<file path="config.mk">
export PLATFORM = sky130hd
export DESIGN_NAME = pc_unit_flat
export DESIGN_NICKNAME = d
export VERILOG_FILES = /design/src/rtl/pc_unit_if.sv /design/src/rtl/pc_unit.sv /design/src/flat_wrapper.sv
export SDC_FILE = /design/constraint.sdc
export NUM_CORES = 1
export LEC_CHECK = 0
export CAP_MARGIN = 20
export CORE_MARGIN = 2
export CORE_UTILIZATION = 51
export DETAILED_ROUTE_END_ITERATION = 10
export HOLD_SLACK_MARGIN = 0.12
export MAX_ROUTING_LAYER = met4
export PLACE_DENSITY = 0.9
export SYNTH_ARGS = -nofsm -noshare
export SYNTH_HDL_FRONTEND = slang
export SYNTH_SLANG_ARGS = --single-unit
</file>
<file path="constraint.sdc">
create_clock -name clk -period 3.3 [get_ports clk]
set_clock_uncertainty 0.2 [all_clocks]
set_input_delay 0.33 -clock clk [delete_from_list [all_inputs] [get_ports clk]]
set_output_delay 0.33 -clock clk [all_outputs]
set_load 0.05 [all_outputs]
</file>
<file path="src/rtl/pc_unit_if.sv">
// Fetch request channel between the PC unit (master) and instruction memory (slave).
interface pc_unit_if #(
  parameter int unsigned XLEN = 32
);
  logic            fetch_valid;
  logic            fetch_ready;
  logic [XLEN-1:0] fetch_pc;
  logic            fetch_ilen;

  modport master (
    output fetch_valid,
    output fetch_pc,
    input  fetch_ready,
    input  fetch_ilen
  );

  modport slave (
    input  fetch_valid,
    input  fetch_pc,
    output fetch_ready,
    output fetch_ilen
  );
endinterface

</file>
<file path="src/rtl/pc_unit.sv">
// Program counter and control-transfer unit for the frisc core: owns the fetch
// PC, computes link/target for JAL/JALR/branch/AUIPC, applies traps/redirects.
module pc_unit #(
  parameter int unsigned     XLEN         = 32,
  parameter logic [XLEN-1:0] RESET_VECTOR = '0,
  parameter logic [XLEN-1:0] TRAP_VECTOR  = 32'h0000_0100,
  parameter int unsigned     C_EXT        = 0
) (
  input  logic            clk,
  input  logic            reset,
  pc_unit_if.master       fetch,
  input  logic            stall,
  input  logic            ex_valid,
  input  logic [1:0]      ex_kind,
  input  logic            ex_taken,
  input  logic            ex_ilen,
  input  logic [XLEN-1:0] ex_pc,
  input  logic [XLEN-1:0] ex_rs1,
  input  logic [XLEN-1:0] ex_imm,
  input  logic            trap_req,
  output logic [XLEN-1:0] link,
  output logic [XLEN-1:0] target,
  output logic            res_valid,
  output logic            misaligned,
  output logic            redirect
);

  localparam logic [1:0] BOOT   = 2'd0;
  localparam logic [1:0] RUN    = 2'd1;
  localparam logic [1:0] BUBBLE = 2'd2;

  localparam logic [1:0] K_BRANCH = 2'b00;
  localparam logic [1:0] K_JAL    = 2'b01;
  localparam logic [1:0] K_JALR   = 2'b11;

  logic [1:0]      state;
  logic [XLEN-1:0] pc_q;
  logic [XLEN-1:0] fetch_step;
  logic [XLEN-1:0] ex_step;
  logic [XLEN-1:0] pc_rel;
  logic [XLEN-1:0] jalr_sum;
  logic [XLEN-1:0] tgt;
  logic            transfer;
  logic            misal;
  logic            accept;

  assign fetch.fetch_pc    = pc_q;
  assign fetch.fetch_valid = (state == RUN) && !stall;
  assign accept            = fetch.fetch_valid && fetch.fetch_ready;

  // Instruction lengths and control-transfer target for the execute stage
  always_comb begin
    fetch_step = ((C_EXT != 0) && fetch.fetch_ilen) ? XLEN'(2) : XLEN'(4);
    ex_step    = ((C_EXT != 0) && ex_ilen) ? XLEN'(2) : XLEN'(4);
    pc_rel     = ex_pc + ex_imm;
    jalr_sum   = ex_rs1 + ex_imm;
    tgt        = (ex_kind == K_JALR) ? {jalr_sum[XLEN-1:1], 1'b0} : pc_rel;
    transfer   = ex_valid && ((ex_kind == K_JAL) || (ex_kind == K_JALR) ||
                              ((ex_kind == K_BRANCH) && ex_taken));
    misal      = transfer && (C_EXT == 0) && tgt[1];
  end

  // Execute results, fetch PC and fetch state; trap beats transfer beats sequential fetch
  always_ff @(posedge clk) begin
    if (reset) begin
      pc_q       <= RESET_VECTOR;
      link       <= '0;
      target     <= '0;
      res_valid  <= 1'b0;
      misaligned <= 1'b0;
      redirect   <= 1'b0;
      state      <= BOOT;
    end else begin
      if (ex_valid) begin
        link   <= ex_pc + ex_step;
        target <= tgt;
      end
      res_valid  <= ex_valid;
      misaligned <= misal;
      redirect   <= 1'b0;
      if (trap_req) begin
        pc_q     <= TRAP_VECTOR;
        redirect <= 1'b1;
        state    <= BUBBLE;
      end else if (transfer && !misal) begin
        pc_q     <= tgt;
        redirect <= 1'b1;
        state    <= BUBBLE;
      end else begin
        if (accept) pc_q <= pc_q + fetch_step;
        state <= RUN;
      end
    end
  end

endmodule

</file>
<file path="src/flat_wrapper.sv">
// flat-port wrapper written by rule: the top's interface ports become plain ports
module pc_unit_flat 
#(
  parameter int unsigned     XLEN         = 32,
  parameter logic [XLEN-1:0] RESET_VECTOR = '0,
  parameter logic [XLEN-1:0] TRAP_VECTOR  = 32'h0000_0100,
  parameter int unsigned     C_EXT        = 0
)
  (clk, reset, stall, ex_valid, ex_kind, ex_taken, ex_ilen, ex_pc, ex_rs1, ex_imm, trap_req, link, target, res_valid, misaligned, redirect, fetch_fetch_valid, fetch_fetch_pc, fetch_fetch_ready, fetch_fetch_ilen);
  pc_unit_if #(.XLEN(XLEN)) fetch_i ();
  input  logic clk;
  input  logic reset;
  input  logic stall;
  input  logic ex_valid;
  input  logic [1:0] ex_kind;
  input  logic ex_taken;
  input  logic ex_ilen;
  input  logic [XLEN-1:0] ex_pc;
  input  logic [XLEN-1:0] ex_rs1;
  input  logic [XLEN-1:0] ex_imm;
  input  logic trap_req;
  output logic [XLEN-1:0] link;
  output logic [XLEN-1:0] target;
  output logic res_valid;
  output logic misaligned;
  output logic redirect;
  output wire logic [$bits(fetch_i.fetch_valid)-1:0] fetch_fetch_valid;
  output wire logic [$bits(fetch_i.fetch_pc)-1:0] fetch_fetch_pc;
  input wire logic [$bits(fetch_i.fetch_ready)-1:0] fetch_fetch_ready;
  input wire logic [$bits(fetch_i.fetch_ilen)-1:0] fetch_fetch_ilen;
  assign fetch_fetch_valid = fetch_i.fetch_valid;
  assign fetch_fetch_pc = fetch_i.fetch_pc;
  assign fetch_i.fetch_ready = fetch_fetch_ready;
  assign fetch_i.fetch_ilen = fetch_fetch_ilen;
  pc_unit #(.XLEN(XLEN), .RESET_VECTOR(RESET_VECTOR), .TRAP_VECTOR(TRAP_VECTOR), .C_EXT(C_EXT)) u_core (.clk(clk), .reset(reset), .fetch(fetch_i), .stall(stall), .ex_valid(ex_valid), .ex_kind(ex_kind), .ex_taken(ex_taken), .ex_ilen(ex_ilen), .ex_pc(ex_pc), .ex_rs1(ex_rs1), .ex_imm(ex_imm), .trap_req(trap_req), .link(link), .target(target), .res_valid(res_valid), .misaligned(misaligned), .redirect(redirect));
endmodule
</file>
After elaboration in Yosys (flattened, before gate mapping)
Index checks and enable logic that the tools add are counted.
- input bits: 107
- output and inout bits: 100
- logic and storage cells: 38
- register bits: 101
- multiplexer cells: 8
- reductions and logical operators: 14
- add/sub/neg operators: 4
- eq/ne operators: 3
- operators with widths (operator ; count):
    32-bit 2-to-1 mux ; 3
    32-bit by 3-bit adder with 32-bit output, second input constant ; 2
    32-bit adder ; 2
    9-bit 2-to-1 mux ; 1
    1-bit logical AND ; 6
    2-bit by 1-bit equality test with 1-bit output, second input constant ; 2
    2-bit 2-to-1 mux ; 2
    3-bit nonzero test ; 1
    2-bit equality test, second input constant ; 1
    1-bit zero test ; 2
    2-bit zero test ; 1
    1-bit logical OR ; 2
    1-bit 2-to-1 mux ; 2
    2-bit nonzero test ; 1
    2-bit OR reduction ; 1

Longest topological paths before layout
- word-level depth: 9
- mapped depth: 11
- depth with buffers taken out: 11

Worst setup path before layout
Ideal clock, no wire load.
- path kind: input-to-reg
- start: in ex_imm[0]
- end: reg u_core.target[26]
- cell stages on the path: 11
- path buffers: 0
- setup time: 0.139 ns
- slack: 0.340 ns
- arrival: 2.622 ns
- data required time: 2.961 ns
- cells stage by stage: and2_1 -> fa_1 -> a21o_1 -> a221oi_2 -> o21ai_1 -> o41a_1 -> o21ai_2 -> o21ai_1 -> xnor2_1 -> a22oi_1 -> a211oi_1
- longest elaborated chain between the ends: 2
- elaborated cells between the ends (all ways): 3
- those cells by class: add/sub (2); mux (1)
- ends and longest elaborated chain (item ; RTL line ; RTL):
    start, declared ; flat_wrapper.sv:20 ; input logic [XLEN-1:0] ex_imm;
    32-bit adder (on tied branches) ; pc_unit.sv:55, pc_unit.sv:56 ;
    32-bit 2-to-1 mux (*) ; pc_unit.sv:57 ; tgt = (ex_kind == K_JALR) ? {jalr_sum[XLEN-1:1], 1'b0} : pc_rel;
    end signal, assigned ; pc_unit.sv:76 ; target <= tgt;
    end, declared ; pc_unit.sv:22 ; output logic [XLEN-1:0] target,
Every way passes the cells marked *; elsewhere a longest branch is shown, timed or not.
A chain may end at the register's enable or synchronous reset.

Worst setup path in the final report
- start: in ex_imm[1]
- end: reg u_core.target[26]
Same word-level chain as after synthesis.

==> impl_metrics.yaml <==
run_status:
  outcome: "completed"
sta:
  min_period_over_period_pct: 97.3
  finalHoldViolations: 0
  slew_headroom_pct: 54.9
  worst_pin_slew_ps: 677
  drv_slew: 0
  finalSetupViolCount: 0
  fin_crit_ps: 3210
  max_freq_mhz: 311
  tns_ps: 0
cells_and_area:
  final_nets: 1587
  final_area_sq_um: 12100
  syn2layout_area_growth_pct: 48.8
  seq_area_sq_um: 2000
  layout-drive-gt1-share_pct: 17.7
  nFillCells: 1134
  diodes: 0
  multi_input_area_sq_um: 5970
pwr:
  ir_drop_mv: 0.246
  power.total_mw: 4.47
  power_density_nw_per_um2: 371
  power.leakage_nw: 4.99
routing:
  ant_nets: 0
  drtIter0Drc: 915
  viasPerCell: 5.88
  drt_wl_total_mm: 29.1
  vias: 9607
  drc: 0
  wl_per_cell_um: 17.8
  firstDrtPassIters: 6
place:
  io_buffer_count: 204
  place.gp.congestion: 0.986
  place_area_sq_um: 11600
  dp.final_hpwl_mm: 22.9
cts:
  clk_latency_ps: 350
  ctsHoldBuffers: 0
  cts_made_buffers: 9
  clkTransAtPathRegs_ps: 70
  clock_sinks: 100
  clk_path_buf_depth: 2
  cts_tree: "yes"
  cts_root_buffer: "clkbuf_16"
  htreeDepth: 3
yosys:
  synth.avg_cell_area_sq_um: 7.59
  synth_cells: 1069
  ys_top_cells_by_area: "dfxtp_1 (25%), ha_1 (9.7%), a211oi_1 (6.8%)"
  yosys_most_used_dff: "dfxtp_1"
  async_flop_share_pct: 0
  synth_top_area_share_pct: 24.7
  synth_edf_count: 0
  ys_seq_area_share_pct: 24.7
  ys_warn_count: 0
  synth_fp_nets: 1241
  yosysTopAreaCell: "dfxtp_1"
  syn-cell-area_sq_um: 8110
  ys_top_cells_by_count: "nor2_1 (125), dfxtp_1 (100), nand2_1 (97)"
  synth_most_common_cell: "nor2_1"
  synth_seq_cells: 100
  ys_types: 73
worst_setup_path:
  critPathKind: "input port to register"
  cp-start-kind: "input port"
  reg2regPathDepth: 9
  arrival_ps: 3280
  cp_max_fo: 3
  worstPathRequired_ps: 3370
  end_kind: "register"
grt:
  grt_usage_pct: 34.4
  grt_pass1_wl_mm: 45.0
  grt_max_degree: 69
  gr-total-overflow: 0
  grt_pass1_vias: 9129
  antenna_found_initial: 0
floorplan:
  die_area_sq_um: 16900
  coreArea_sq_um: 15700
  ios: 207
  start_util_pct: 51.6
  fp.dieH_um: 130
  num_rows: 46
  die_w_um: 130
job:
  maxCapViolations: 0
min_path:
  hold_path_class: "input port to register"
  hold-path-cell-count: 2
[routing by layer]
| metal | GRT usage (%) | vias to the layer above | part of all wire [%] | wire length (um) |
|---|---|---|---|---|
| met5 | - | - | 0 | 0 |
| met4 | 10.4 | 0 | 3.0 | 881 |
| met3 | 6.36 | 76 | 9.0 | 2610 |
| met2 | 55.2 | 511 | 46 | 13300 |
| met1 | 44.3 | 4423 | 42 | 12300 |
| li1 | - | 4597 | - | - |
[path summary, 6_finish.rpt]
| check | from | to | slack (ps) |
|---|---|---|---|
| min | reset | u_core.state[1] | 260 |
| min reg2reg | u_core.link[2] | u_core.link[2] | 280 |
| max reg2reg | u_core.state[1] | u_core.fetch.fetch_pc[29] | 760 |
| max | ex_imm[1] | u_core.target[26] | 90 |
[cell usage in the layout, fill, tap and decap left out, drive strengths merged, types with 3 or more instances in the layout]
| cell | n |
|---|---|
| o22ai | 3 |
| inv | 19 |
| nor3 | 17 |
| buf | 189 |
| a31oi | 7 |
| o21ai | 77 |
| a2111oi | 3 |
| a21boi | 3 |
| clkbuf | 9 |
| dlymetal6s2s | 3 |
| o21bai | 12 |
| o21a | 6 |
| and2 | 7 |
| a211o | 5 |
| nor3b | 3 |
| and4 | 3 |
| ha | 63 |
| a211oi | 74 |
| xor2 | 51 |
| xnor2 | 48 |
| mux2i | 9 |
| a21oi | 92 |
| a311oi | 7 |
| a21o | 27 |
| or3 | 14 |
| nand3 | 43 |
| nor2 | 125 |
| nor2b | 10 |
| o211ai | 12 |
| nand2b | 10 |
| nand2 | 97 |
| nand4 | 15 |
| nor4 | 5 |
| dfxtp | 100 |
| and3 | 17 |
| clkdlybuf4s50 | 199 |
| nand3b | 3 |
[registers in the layout, indices dropped and copies added (netlist names), named ones only]
signal	flops
u_core.fetch.fetch_pc	30
u_core.link	32
u_core.misaligned	1
u_core.res_valid	1
u_core.state	2
u_core.target	32
[timing repair]
action,CTS,global route
setup endpoints to repair,7,27
setup buffers,1,1
pin swaps,2,13
resized for setup,2,38
hold endpoints to repair,0,0
[cell families after synthesis]
| group | after synthesis | share of synthesized area, % |
|---|---|---|
| AOI/OAI and AO/OA | 346 | 27.8 |
| and+or+nand+nor | 377 | 22.0 |
| buffers and inverters | 73 | 3.48 |
| xor gates and xnor gates | 99 | 10.7 |
| adders and majority gates | 65 | 10.2 |
| DFF | 100 | 24.7 |
| muxes | 9 | 1.11 |
[through the flow]
step / hold slack (ps) / utilization (%) / std cells / setup WS (ps)
5_1_grt: 281 / 76.9 / 1635 / -23.3
4_1_cts: 242 / 75.9 / 1634 / 16.2
3_5_place_dp: 258 / 73.9 / 1618 / -445
3_3_place_gp: 259 / 73.9 / 1618 / -321
6_report: 264 / 76.9 / 1635 / 88.2
2_1_floorplan: 230 / - / 1069 / 340
[critical path: stages]
cell	delay, ps
clkdlybuf4s50_1	480
fa_2	390
a21o_1	230
a221oi_2	320
o21ai_2	130
o41a_1	510
o21ai_4	270
o21ai_2	90
xnor2_1	200
a22oi_2	120
a211oi_1	210
[final cells by class]
| type | count | share of cell area (%) |
|---|---|---|
| flip-flops and latches | 100 | 16.6 |
| multi-input cells | 896 | 49.4 |
| inverters | 17 | 0.528 |
| well taps | 216 | 2.24 |
| clock inverters | 6 | 0.591 |
| clock buffers | 9 | 1.86 |
| repair buffers | 391 | 28.8 |
[power by group]
part	switching, mW	internal (mW)	total (mW)
logic	1.15	0.868	2.02
clock network	0.508	0.591	1.10
registers	0.0614	1.29	1.35
No activity file was read; power rests on OpenSTA's default activity.
